`config.mk`:
```
export PLATFORM = sky130hd
export DESIGN_NAME = shift_add_mul_ctrl
export DESIGN_NICKNAME = d
export VERILOG_FILES = /design/src/rtl/mul_pkg.sv /design/src/rtl/acc_clr.sv /design/src/rtl/shift_add_mul_ctrl.sv
export SDC_FILE = /design/constraint.sdc
export NUM_CORES = 1
export LEC_CHECK = 0
export ABC_AREA = 0
export CELL_PAD_IN_SITES_DETAIL_PLACEMENT = 0
export CELL_PAD_IN_SITES_GLOBAL_PLACEMENT = 1
export CORE_ASPECT_RATIO = 1.1
export CORE_MARGIN = 2
export CORE_UTILIZATION = 43
export CTS_CLUSTER_SIZE = 14
export DETAILED_ROUTE_END_ITERATION = 16
export PLACE_DENSITY = 0.86
export REMOVE_ABC_BUFFERS = 1
export SKIP_CTS_REPAIR_TIMING = 1
export SLEW_MARGIN = 20
export SYNTH_ARGS = -nofsm -noshare
export SYNTH_HDL_FRONTEND = slang
export SYNTH_HIERARCHICAL = 1
export SYNTH_SLANG_ARGS = --single-unit
```
`constraint.sdc`:
```
create_clock -name clk -period 7.65 [get_ports clk]
set_input_delay 1.53 -clock clk [delete_from_list [all_inputs] [get_ports clk]]
set_output_delay 1.53 -clock clk [all_outputs]
set_load 0.1 [all_outputs]
```
`src/rtl/mul_pkg.sv`:
```
// rtl/mul_pkg.sv - shared width constants and FSM state encoding for the shift-add multiplier
package mul_pkg;

  localparam int MUL_WIDTH = 16;
  localparam int MUL_CNT_W = $clog2(MUL_WIDTH);

  typedef enum logic [1:0] {
    ST_IDLE  = 2'd0,
    ST_CLEAR = 2'd1,
    ST_RUN   = 2'd2,
    ST_DONE  = 2'd3
  } state_e;

endpackage

```
`src/rtl/acc_clr.sv`:
```
// rtl/acc_clr.sv - product accumulation register with synchronous clear, skip-hold and add
module acc_clr #(
  parameter int W2 = 32
) (
  input  logic          clk,
  input  logic          reset_n,
  input  logic          i_clr,
  input  logic          i_skip,
  input  logic [W2-1:0] i_addend,
  output logic [W2-1:0] o_acc
);

  logic [W2-1:0] acc_q;
  logic [W2-1:0] acc_d;

  // Clear wins over add; the product cannot overflow 2*WIDTH bits.
  always_comb begin
    acc_d = acc_q;
    if (i_clr) begin
      acc_d = '0;
    end else if (!i_skip) begin
      acc_d = acc_q + i_addend;
    end
  end

  always_ff @(posedge clk or negedge reset_n) begin
    if (!reset_n) begin
      acc_q <= '0;
    end else begin
      acc_q <= acc_d;
    end
  end

  assign o_acc = acc_q;

endmodule

```
`src/rtl/shift_add_mul_ctrl.sv`:
```
// rtl/shift_add_mul_ctrl.sv - shift-and-add multiplier sequencer; SHIFT_ADD_MUL_EARLY_TERM_EN enables early exit
module shift_add_mul_ctrl
  import mul_pkg::*;
#(
  parameter int WIDTH = MUL_WIDTH
) (
  input  logic                 clk,
  input  logic                 reset_n,
  input  logic                 i_start,
  input  logic [WIDTH-1:0]     i_multiplicand,
  input  logic [WIDTH-1:0]     i_multiplier,
  output logic                 o_busy,
  output logic                 o_done,
  output logic [2*WIDTH-1:0]   o_product,
  output logic                 o_skip,
  output logic [2*WIDTH-1:0]   o_bit_shifted
);

  localparam int CNT_W = (WIDTH > 2) ? $clog2(WIDTH) : 1;
  localparam logic [CNT_W-1:0] LAST_STEP = CNT_W'(WIDTH - 1);

  localparam logic [1:0] S_IDLE  = ST_IDLE;
  localparam logic [1:0] S_CLEAR = ST_CLEAR;
  localparam logic [1:0] S_RUN   = ST_RUN;
  localparam logic [1:0] S_DONE  = ST_DONE;

  logic [1:0]       state_q, state_d;
  logic [WIDTH-1:0] a_q, a_d;
  logic [WIDTH-1:0] b_q, b_d;
  logic [CNT_W-1:0] cnt_q, cnt_d;
  logic             acc_clr_en;
  logic             last_step;
  logic             in_run;
  logic [2*WIDTH-1:0] shift_src;

  assign in_run    = (state_q == S_RUN);
  assign shift_src = {{WIDTH{1'b0}}, a_q};

`ifdef SHIFT_ADD_MUL_EARLY_TERM_EN
  // Stop as soon as no set multiplier bits remain above the current one.
  assign last_step = (cnt_q == LAST_STEP) || (b_q[WIDTH-1:1] == '0);
`else
  assign last_step = (cnt_q == LAST_STEP);
`endif

  always_comb begin
    state_d    = state_q;
    a_d        = a_q;
    b_d        = b_q;
    cnt_d      = cnt_q;
    acc_clr_en = 1'b0;
    case (state_q)
      S_IDLE, S_DONE: begin
        state_d = S_IDLE;
        if (i_start) begin
          a_d     = i_multiplicand;
          b_d     = i_multiplier;
          cnt_d   = '0;
          state_d = S_CLEAR;
        end
      end
      S_CLEAR: begin
        acc_clr_en = 1'b1;
        state_d    = S_RUN;
      end
      S_RUN: begin
        b_d   = b_q >> 1;
        cnt_d = cnt_q + CNT_W'(1);
        if (last_step) begin
          state_d = S_DONE;
        end
      end
      default: state_d = S_IDLE;
    endcase
  end

  always_ff @(posedge clk or negedge reset_n) begin
    if (!reset_n) begin
      state_q <= S_IDLE;
      a_q     <= '0;
      b_q     <= '0;
      cnt_q   <= '0;
    end else begin
      state_q <= state_d;
      a_q     <= a_d;
      b_q     <= b_d;
      cnt_q   <= cnt_d;
    end
  end

  assign o_skip        = ~in_run | ~b_q[0];
  assign o_bit_shifted = in_run ? (shift_src << cnt_q) : '0;
  assign o_busy        = (state_q == S_CLEAR) || in_run;
  assign o_done        = (state_q == S_DONE);

  acc_clr #(
    .W2(2 * WIDTH)
  ) u_acc (
    .clk      (clk),
    .reset_n  (reset_n),
    .i_clr    (acc_clr_en),
    .i_skip   (o_skip),
    .i_addend (o_bit_shifted),
    .o_acc    (o_product)
  );

endmodule

```
==> summary.md <==
| Metric | Value |
|---|---|
| Worst slew pin tran | 984 ps |
| Initial antenna violation count | 0 |
| Pwr/cell area | 459 nW/um^2 |
| Htree depth | 3 |
| Biggest area consumer among synthesized cells | dfrtp_1 |
| Met2 global-route usage | 36.0% |
| Register-to-Register Path Depth | 17 |
| Area contributors post-synth | dfrtp_1 (32%), ha_1 (8.0%), mux2i_1 (7.0%) |
| TritonCTS clock tree | yes |
| Synth Cell Area | 5470 sq um |
| Critical path fanouts, max | 27 |
| Library cells used by synthesis | 67 |
| Synth top area share | 32.0% |
| Synth Area per Inst | 8.72 sq um |
| Placed insts | 851 |
| Drt first pass iters | 6 |
| I/O Buffers | 100 |
| Design area | 6780 sq um |
| CTS sink cnt | 70 |
| Drt drc | 0 |
| Num CTS Buffers | 9 |
| CP Cell Sequence | inv_1, ha_1, buf_4, nand2b_1, or2_2, o22ai_1, clkdlybuf4s50_1 |
| Run status | finished, final reports clean |
| Clk_skew | 6.55 ps |
| Fin Setup TNS | 0 ps |
| Site row count | 43 |
| Via count | 4977 |
| Final nets | 776 |
| Core outline area | 12500 sq um |
| P&R area growth vs syn | 24.0% |
| Die Width | 112 um |
| Most common cell in the netlist | dfrtp_1 |
| Vias in the first global route | 4769 |
| Final hold vios | 0 |
| GPL Wtd Cong | 0.895 |
| Post-DR vias/cell | 5.74 |
| GRT Util Overall | 21.4% |
| RSZ-0062 raised after global routing | no |
| Max cap viols | 0 |
| First-pass GRT wire length | 23.7 mm |
| Critical Path Slowest Stage Cell | clkdlybuf4s50_1 |
| Post-synth EDFFs | 0 |
| Kind of end point of the critical path | output pin |
| Fin. max-slew vios | 0 |
| Path type of the worst min-delay path | flip-flop to flip-flop |
| Per-cell routed wire length | 16.8 um |
| Mapped Cells | 627 |
| Max VDD drop | 0.000268 V |
| Initial core utilization | 43.6% |
| DIE AREA | 13600 sq um |
| Fin crit period | 5260 ps |
| R2R Setup Slk | 2950 ps |
| Ant diodes | 0 |
| Critical R2R Launch | state_q[0]$_DFFE_PN0P_ |
| Global route hottest layer | met2 |
| Sequential Power Share | 20.5% |
| CTS root buffer | clkbuf_16 |
| Fill count | 1171 |
| Hpwl dp | 10.7 mm |
| Fin cells | 867 |
| Internal | 0.00137 W |
| Sw frac | 55.9% |
| P_leak | 2.96 nW |
| Die Span Y | 122 um |
| Clk pwr share | 13.7% |
| Final ANT Viol Nets | 0 |
| M1 GR Usage | 28.2% |
| Most used DFF post-synth | dfrtp_1 |
| Startpoint Class | flip-flop |
| Worst hold endpoint | b_q[8]$_DFFE_PN0P_ |
| CP Class | flip-flop to output pin |
| FMAX | 190 MHz |
| Switch Pwr | 0.00174 W |
| Top Ports | 102 |
| Syn. warnings | 6 |
| Final setup fails | 0 |
| Tcrit/Tclk final | 68.8% |
| Critical Path RT | 6120 ps |
| Post-synth top cells | dfrtp_1 (70), nor2_1 (67), nand2_1 (56), a21oi_1 (51), mux2i_1 (38) |
| Post-synthesis sequential area ratio | 32.0% |
| CP peak stage delay | 1190 ps |
| Drt total wl | 14.6 mm |
| Worst-Skew Late Latency | 340 ps |
| Starting DRT DRC Count | 547 |
| Crit path DAT | 3730 ps |
| R2R Path End | u_acc/o_acc[30]$_DFFE_PN0P_ |
| Worst-path clk slew | 60 ps |
| Clock buffer depth | 2 |
| Hold path start | b_q[8]$_DFFE_PN0P_ |
| Dpl cell area | 6480 sq um |
| Largest net degree at the start of global routing | 71 |
| Asr flop ratio synth | 100% |
| Slew HR | 34.2% |
| Total grt overflow | 0 |
| Combinational power share | 65.9% |
| Met3 usage | 3.41% |
| Hold Path Stages | 2 |
| Layout cells sized above 1 | 7.61% |
| Synth Register Bits | 70 |
[critical path: cells and delay by family (launching register included)]
family | cells | cell delay [ps]
AO/OA/AOI/OAI | 1 | 250
adder cells (fa/ha/maj) | 1 | 140
buffers and inverters | 3 | 1610
flip-flops | 1 | 410
AND/OR/NAND/NOR | 2 | 970
[stage by stage]
| stage | worst slack (ps) | util (%) | power, W | hold slack [ps] |
|---|---|---|---|---|
| after CTS | 2360 | 54.1 | 0.00312 | 486 |
| final | 2390 | 54.1 | 0.00311 | 482 |
| after floorplan | 977 | - | 0.00219 | 450 |
| after global routing | 2160 | 54.1 | 0.00330 | 504 |
| after global placement | 2840 | 51.7 | 0.00266 | 463 |
| after detailed placement | 2730 | 51.7 | 0.00269 | 472 |
[layout by cell type (no fill, tap or decap), types with 4 or more instances in the layout]
cell type,count
clkdlybuf4s50_1,99
dfrtp_1,70
nor2_1,67
nand2_1,55
a21oi_1,51
mux2i_1,37
ha_1,35
o21ai_0,31
mux2_2,19
a21o_1,17
a22oi_1,16
xnor2_1,15
nor3_1,14
o22ai_1,13
nand3_1,12
nor2b_1,12
inv_1,11
clkbuf_16,9
a22o_1,8
o21a_1,7
and3_1,6
a211oi_1,6
xor2_1,6
nand2b_1,5
conb_1,5
buf_4,5
or3_1,5
a31oi_1,5
o21ai_1,4
o21bai_1,4
nand4_1,4
[sequential cells by signal (all words and copies together), names as in the netlist]
register / count
b_q: 16
state_q: 2
u_acc/o_acc: 32
cnt_q: 4
a_q: 16
[kinds of logic (layout without fill, tap and decap cells)]
kind of cell               Yosys count  in the layout  share of synthesized area [%]
buffers and inverters               53            132                           5.13
muxes                               57             57                           10.9
and+or+nand+nor                    204            204                           17.8
xor gates and xnor gates            21             21                           3.36
other                                1              5                         0.0686
adders and majority gates           36             36                           8.38
AOI/OAI and AO/OA                  185            185                           22.4
DFF                                 70             70                           32.0
[cell type report]
cell class | count | area, sq um | share of cell area, %
Sequential cell | 70 | 1750 | 25.8
Clock inverter | 6 | 71.3 | 1.05
Multi-Input combinational cell | 508 | 3460 | 51.0
Clock buffer | 10 | 229 | 3.38
Inverter | 11 | 41.3 | 0.609
Timing Repair Buffer | 105 | 1030 | 15.2
Tap cell | 157 | 196 | 2.90
[power groups by stage]
stage / clock network, W / registers [W] / logic, W
floorplan: 0 / 0.000882 / 0.00131
global placement: 0 / 0.000638 / 0.00202
detailed placement: 0 / 0.000645 / 0.00204
CTS: 0.000437 / 0.000638 / 0.00205
global route: 0.000453 / 0.000663 / 0.00219
finish: 0.000426 / 0.000638 / 0.00205
[per-layer routing]
layer | share of wire [%] | vias to the layer above | wire length, um
met3 | 5.4 | 20 | 788
met5 | 0 | - | 0
li1 | - | 2422 | -
met4 | 1.8 | 0 | 267
met2 | 48 | 155 | 7030
met1 | 45 | 2380 | 6490
[worst max path at each step]
stage | end | start | slack, ps
finish | o_bit_shifted[21] | state_q[0]$_DFFE_PN0P_ | 2390
global route | o_bit_shifted[21] | state_q[0]$_DFFE_PN0P_ | 2160
CTS | o_bit_shifted[21] | state_q[0]$_DFFE_PN0P_ | 2360
detailed placement | o_bit_shifted[21] | state_q[0]$_DFFE_PN0P_ | 2730
global placement | o_bit_shifted[19] | state_q[0]$_DFFE_PN0P_ | 2840
floorplan | u_acc/o_acc[30]$_DFFE_PN0P_ | state_q[0]$_DFFE_PN0P_ | 980
Power figures use the tool's default switching activity.
